`config.mk`:
```
export PLATFORM = sky130hd
export DESIGN_NAME = pulse_train_gen
export DESIGN_NICKNAME = d
export VERILOG_FILES = /design/src/rtl/pulse_train_gen.sv
export SDC_FILE = /design/constraint.sdc
export NUM_CORES = 1
export LEC_CHECK = 0
export ABC_CLOCK_PERIOD_IN_PS = 1400
export BUFFER_PORTS_ARGS = -buffer_cell sky130_fd_sc_hd__buf_2
export CORE_AREA = 2 2 39 41
export DETAILED_ROUTE_END_ITERATION = 10
export DIE_AREA = 0 0 41 43
export SYNTH_ARGS = -nofsm -noshare
export SYNTH_HDL_FRONTEND = slang
export SYNTH_SLANG_ARGS = --single-unit
```
`constraint.sdc`:
```
create_clock -name clk -period 1.4 [get_ports clk]
set_clock_uncertainty 0.1 [all_clocks]
set_input_delay 0.07 -clock clk [delete_from_list [all_inputs] [get_ports clk]]
set_output_delay 0.07 -clock clk [all_outputs]
set_load 0.1 [all_outputs]
```
`src/rtl/pulse_train_gen.sv`:
```
// Pulse train generator: after a start strobe, waits NUM_DLY cycles and then emits NUM_PULSES
// pulses of HIGH_CYC high / LOW_CYC low. Define PULSE_TRAIN_GEN_RETRIG_EN to let start_i restart a running train.
module pulse_train_gen #(
  parameter int NUM_DLY    = 13,
  parameter int HIGH_CYC   = 1,
  parameter int LOW_CYC    = 1,
  parameter int NUM_PULSES = 1
) (
  input  logic clk,
  input  logic rst_n,
  input  logic start_i,
  output logic pulse_o,
  output logic busy_o,
  output logic done_o
);

  localparam int MAX_DH  = (NUM_DLY > HIGH_CYC) ? NUM_DLY : HIGH_CYC;
  localparam int MAX_CYC = (MAX_DH > LOW_CYC) ? MAX_DH : LOW_CYC;
  localparam int CW      = $clog2(MAX_CYC + 1);
  localparam int PW      = $clog2(NUM_PULSES + 1);

  localparam logic [CW-1:0] DLY_LOAD   = CW'(NUM_DLY - 1);
  localparam logic [CW-1:0] HIGH_LOAD  = CW'(HIGH_CYC - 1);
  localparam logic [CW-1:0] LOW_LOAD   = CW'(LOW_CYC - 1);
  localparam logic [CW-1:0] CNT_ZERO   = '0;
  localparam logic [CW-1:0] CNT_ONE    = CW'(1);
  localparam logic [PW-1:0] PULSE_LOAD = PW'(NUM_PULSES - 1);
  localparam logic [PW-1:0] PCNT_ZERO  = '0;
  localparam logic [PW-1:0] PCNT_ONE   = PW'(1);

  typedef enum logic [1:0] {
    IDLE,
    DELAY,
    HIGH,
    LOW
  } state_t;

  state_t        state;
  state_t        state_nxt;
  logic [CW-1:0] cnt;
  logic [CW-1:0] cnt_nxt;
  logic [PW-1:0] pcnt;
  logic [PW-1:0] pcnt_nxt;
  logic          done_nxt;
  logic          restart;

`ifdef PULSE_TRAIN_GEN_RETRIG_EN
  assign restart = start_i;
`else
  assign restart = start_i && (state == IDLE);
`endif

  always_comb begin
    state_nxt = state;
    cnt_nxt   = cnt;
    pcnt_nxt  = pcnt;
    done_nxt  = 1'b0;
    case (state)
      IDLE: begin
        state_nxt = IDLE;
      end
      DELAY: begin
        if (cnt == CNT_ZERO) begin
          state_nxt = HIGH;
          cnt_nxt   = HIGH_LOAD;
        end else begin
          cnt_nxt = cnt - CNT_ONE;
        end
      end
      HIGH: begin
        if (cnt != CNT_ZERO) begin
          cnt_nxt = cnt - CNT_ONE;
        end else if (pcnt == PCNT_ZERO) begin
          state_nxt = IDLE;
          done_nxt  = 1'b1;
        end else begin
          state_nxt = LOW;
          cnt_nxt   = LOW_LOAD;
          pcnt_nxt  = pcnt - PCNT_ONE;
        end
      end
      LOW: begin
        if (cnt == CNT_ZERO) begin
          state_nxt = HIGH;
          cnt_nxt   = HIGH_LOAD;
        end else begin
          cnt_nxt = cnt - CNT_ONE;
        end
      end
    endcase
    // A restart overrides whatever the running train would have done, including its done strobe.
    if (restart) begin
      state_nxt = DELAY;
      cnt_nxt   = DLY_LOAD;
      pcnt_nxt  = PULSE_LOAD;
      done_nxt  = 1'b0;
    end
  end

  // Outputs are registered from the next state so they line up with the state register.
  always_ff @(posedge clk or negedge rst_n) begin
    if (!rst_n) begin
      state   <= IDLE;
      cnt     <= CNT_ZERO;
      pcnt    <= PCNT_ZERO;
      pulse_o <= 1'b0;
      busy_o  <= 1'b0;
      done_o  <= 1'b0;
    end else begin
      state   <= state_nxt;
      cnt     <= cnt_nxt;
      pcnt    <= pcnt_nxt;
      pulse_o <= (state_nxt == HIGH);
      busy_o  <= (state_nxt != IDLE);
      done_o  <= done_nxt;
    end
  end

endmodule

```
# After elaboration in Yosys (flattened, before gate mapping)
# Cells that the tools add are included.
[totals] reg_bits=10 inputBits=3 output_inout_bits=3 elab_cells=42
[classes] n_addsub=2 n_eq_ne=6 muxes=18 reduce_logical=10
[op_table] operator="$mux 4" count=4
[op_table] operator="$mux 1" count=8
[op_table] operator="$mux 2" count=4
[op_table] operator="$pmux 4 s2" count=1
[op_table] operator="$eq 2x2->1 const B" count=3
[op_table] operator="$pmux 2 s3" count=1
[op_table] operator="$logic_not 4->1" count=1
[op_table] operator="$ne 4x4->1 const B" count=1
[op_table] operator="$reduce_and 2->1" count=2
[op_table] operator="$reduce_bool 2->1" count=2
[op_table] operator="$reduce_bool 4->1" count=1
[op_table] operator="$sub 4x1->4 const B" count=1
[op_table] operator="$reduce_bool 3->1" count=1
[op_table] operator="$eq 2x1->1 const B" count=1
[op_table] operator="$logic_not 2->1" count=1
[op_table] operator="$ne 2x2->1 const B" count=1
[op_table] operator="$reduce_or 2->1" count=1
[op_table] operator="$logic_and 1x1->1" count=1
[op_table] operator="$sub 1x1->1 const B" count=1

# Depth between registers and ports, before layout
[logic_depth] depth_word=5 ltp_mapped=5 ltp_nobuf=5

# Worst setup path after synthesis
# Ideal clock, no wire load.
[synth_timing] kind="reg2reg" start="register cnt[0]" end="register busy_o" setup_ps=127 t_arrival_ps=1291 required_time_ps=1173 setup_slack_ps=-118 path_stages_with_launch=6 n_path_buf=0 period_less_slack_ps=1518 cell_sequence="dfrtp_1 > inv_1 > ha_1 > nor3b_1 > a21oi_1 > or2_2"
[synth_between] elab_chain_cells=5 elab_cells_between_ends=7 classes_between="4 x mux; 3 x reduce/logical"
[synth_lines] item="start, declared" line_no="40" text="logic [CW-1:0] cnt;"
[synth_lines] item="start signal, assigned" line_no="111" text="cnt <= cnt_nxt;"
[synth_lines] item="$logic_not 4->1 or $reduce_bool 4->1 (tied branches)" line_no="63, 83, 71"
[synth_lines] item="$mux 2, on equally long branches" line_no="63, 83, 71"
[synth_lines] item="$pmux 2 s3 *" line_no="58" text="case (state)"
[synth_lines] item="$mux 2 *" line_no="92" text="if (restart) begin"
[synth_lines] item="$reduce_bool 2->1 *" line_no="114" text="busy_o <= (state_nxt != IDLE);"
[synth_lines] item="end signal, assigned" line_no="114"
[synth_lines] item="end, declared" line_no="13" text="output logic busy_o,"
# Mark *: on every way between the ends. The rest lies on a longest branch, timed or not.
# A chain may end at the register's enable or synchronous reset.

# Worst setup path in the final report
[layout_timing] start="register cnt[0]" end="register state[0]"
[layout_between] elab_chain_cells=4 elab_cells_between_ends=6 classes_between="4 x mux; 2 x reduce/logical"
[layout_lines] item="$logic_not 4->1 or $reduce_bool 4->1 (tied branches)" line_no="63, 83, 71"
[layout_lines] item="$mux 2, on equally long branches" line_no="63, 83, 71"
[layout_lines] item="$pmux 2 s3 *" line_no="58"
[layout_lines] item="$mux 2 *" line_no="92"
[layout_lines] item="net state_nxt[0]" line_no="39" text="state_t state_nxt;"
[layout_lines] item="end signal, assigned" line_no="110" text="state <= state_nxt;"
[layout_lines] item="end, declared" line_no="38" text="state_t state;"
# Mark *: on every way through the listed nets, which the timed path passes. The rest lies on a longest branch.

==> flow_summary.json <==
{
  "status": "finished, violations left",
  "violations": "setup timing",
  "yosysWarnings": 0,
  "cp_max_fo": 3,
  "dieArea_sq_um": 1763,
  "grt_pass1_wl_um": 1476,
  "p_leak_nw": 0.2819,
  "critical_path_class": "flop to flop",
  "clock-sinks": 9,
  "clkPwrFrac_pct": 12.5,
  "syn_area_sq_um": 421.7,
  "grt_use_total_pct": 12.61,
  "fmax_ghz": 0.6901,
  "antenna_found_initial": 0,
  "globalplace.congestion": 0.7260,
  "grt_max_degree": 10,
  "synth_fp_nets": 44,
  "synth_cells": 39,
  "final_max_slew_viol_count": 0,
  "antenna_left": 0,
  "dp_hpwl_um": 606.1,
  "route.detailed.drc": 0,
  "wl_per_cell_um": 11.74,
  "powerDensity_nw_per_um2": 2519,
  "finalPower_mw": 1.598,
  "final.period_utilization_pct": 103.5,
  "placed_cells": 67,
  "setup-tns-final_ns": -0.1526,
  "intPower_uw": 894.7,
  "crit_path_start_kind": "flop",
  "ys_types": 21,
  "drt_iter0_markers": 2,
  "htreeDepth": 1,
  "place_ws_ns": -0.1278,
  "antennaDiodeCount": 0,
  "swShare_pct": 44.01,
  "core_area_sq_um": 1384,
  "synth-seq-area-share_pct": 53.41,
  "fin_ws_ns": -0.04898,
  "worst_pin_slew_ns": 0.4860,
  "drive_gt1_share_pct": 55.17,
  "drv_cap": 0,
  "cp.arrival_ns": 1.49,
  "slowest_stage": "dfrtp_1",
  "cp_top_family": "flip-flops",
  "die_h_um": 43,
  "clk_latency_ns": 0.26,
  "p_comb_share_pct": 58.1,
  "synth.avg_cell_area_sq_um": 10.81,
  "hold_viol_final": 0,
  "clkSlewWorstSetupHoldPaths_ns": 0.07,
  "wl_um": 869,
  "area_growth_pct": 50.45,
  "vias": 355,
  "drt_pass1_iterations": 4,
  "hp-class": "input port to async pin",
  "worstSetupEndpointType": "flop",
  "grt_setup_unrepaired": "yes",
  "cts_tree": "done",
  "cp_cell_sequence": "inv_2, ha_4, or3b_4, a22o_2",
  "max_slew_margin_pct": 67.82,
  "start_util_pct": 30.47,
  "clockBufferDepth": 2,
  "grt_pass1_vias": 369,
  "final_cells": 74,
  "grt_overflow": 0,
  "cpPeakStageDelay_ns": 0.39,
  "post-route-min-period_ns": 1.449,
  "critPathBufInv": 1,
  "root_buffer": "clkbuf_4",
  "power_frac_seq_pct": 29.4,
  "cts_made_buffers": 3,
  "nNetsFinal": 64,
  "fillers": 137,
  "placed_area_sq_um": 529.3,
  "die_width_um": 41,
  "row_count": 14,
  "num_io_pins": 6,
  "final_area_sq_um": 634.4,
  "required_ns": 1.45,
  "vdd_drop_max_mv": 0.8939,
  "routed_via_density": 4.797,
  "p_switching_uw": 703.4,
  "port-buffer-count": 5,
  "setup_viol": 6,
  "utilization_pct": 45.84,
  "ys_ff_latch": 9,
  "holdWs_ns": 0.08096
}
## Yosys cell counts
cell type,n,area share [%]
a21oi_1,1,1.2
a221o_1,1,2.4
a22o_2,1,2.4
a22oi_1,1,1.8
buf_4,1,1.8
dfrtp_1,9,53
ha_1,2,5.9
inv_1,2,1.8
nand2_1,3,2.7
nand2b_1,2,3.0
nor2_1,2,1.8
nor2_2,1,1.5
nor3_1,2,2.4
nor3b_1,1,1.8
o21ai_0,4,4.7
o22ai_1,1,1.5
o32ai_1,1,2.1
o41a_1,1,2.7
or2_2,1,1.5
or2b_1,1,1.8
or3b_1,1,2.1
## sequential cells by signal, indices dropped and copies added (netlist names)
signal,flops
cnt,4
state,2
busy_o,1
done_o,1
pulse_o,1
## timing repair
action,in CTS,in global routing
hold buffers,2,0
buffers inserted,0,1
setup endpoints to repair,8,8
hold endpoints to repair,10,0
gates cloned,0,0
pin swaps,1,4
gates resized for setup,7,8
## cells in the final DEF (no fill, tap or decap), types with 2 or more instances in the layout
cell type	netlist	routed
buf_2	0	5
buf_4	1	8
clkbuf_4	0	3
dfrtp_1	9	9
dlygate4sd3_1	0	2
inv_2	0	2
nand2_2	0	2
nand2b_1	2	2
nor3_1	2	2
o21ai_1	0	2
## cell families (layout without fill, tap and decap cells)
group	after synthesis	after routing	synth area share, %
AO/OA/AOI/OAI	11	11	18.70
adder cells (fa/ha/maj)	2	2	5.934
AND/OR/NAND/NOR	14	14	18.40
flip-flops	9	9	53.41
buffers and inverters	3	22	3.562
## final timing paths
check,depth (start not counted),start,endpoint,slack (ns)
setup / recovery,4,cnt[0]$_DFFE_PN0P_,state[0]$_DFF_PN0_,-0.05
hold / removal,2,rst_n,done_o$_DFF_PN0_,0.08
setup reg to reg,4,cnt[0]$_DFFE_PN0P_,state[0]$_DFF_PN0_,-0.05
hold reg to reg,2,cnt[0]$_DFFE_PN0P_,cnt[0]$_DFFE_PN0P_,0.52
max in group asynchronous,2,rst_n,cnt[1]$_DFFE_PN0P_,0.93
min in group clk,2,cnt[0]$_DFFE_PN0P_,cnt[0]$_DFFE_PN0P_,0.52
## final cells by class
class                      count  area (sq um)  area share (%)
clock buffer                   3         22.52           3.550
clock inverter                 1         5.005          0.7890
inverter                       2         7.507           1.183
multi-input combinational     27         237.7           37.48
sequential                     9         225.2           35.50
tap                           16         20.02           3.156
timing repair buffer          16         116.4           18.34
## power by group through the flow
stage	Clock (mW)	Combinational (mW)	Sequential, mW
after floorplan	0	0.359	0.632
after CTS	0.210	0.855	0.470
after global routing	0.224	1.01	0.487
final	0.200	0.929	0.469
after global placement	0	0.775	0.455
after detailed placement	0	0.786	0.458
## routing by layer
layer	vias to the layer above	global-route usage, %	share of wire [%]	routed length [um]
met3	2	4.712	2.5	22
li1	179	-	-	-
met4	0	8.000	1.6	14
met2	5	19.06	52	451
met5	-	0	0	0
met1	169	14.05	44	380
Note: power is estimated with default switching activity, not from simulation.
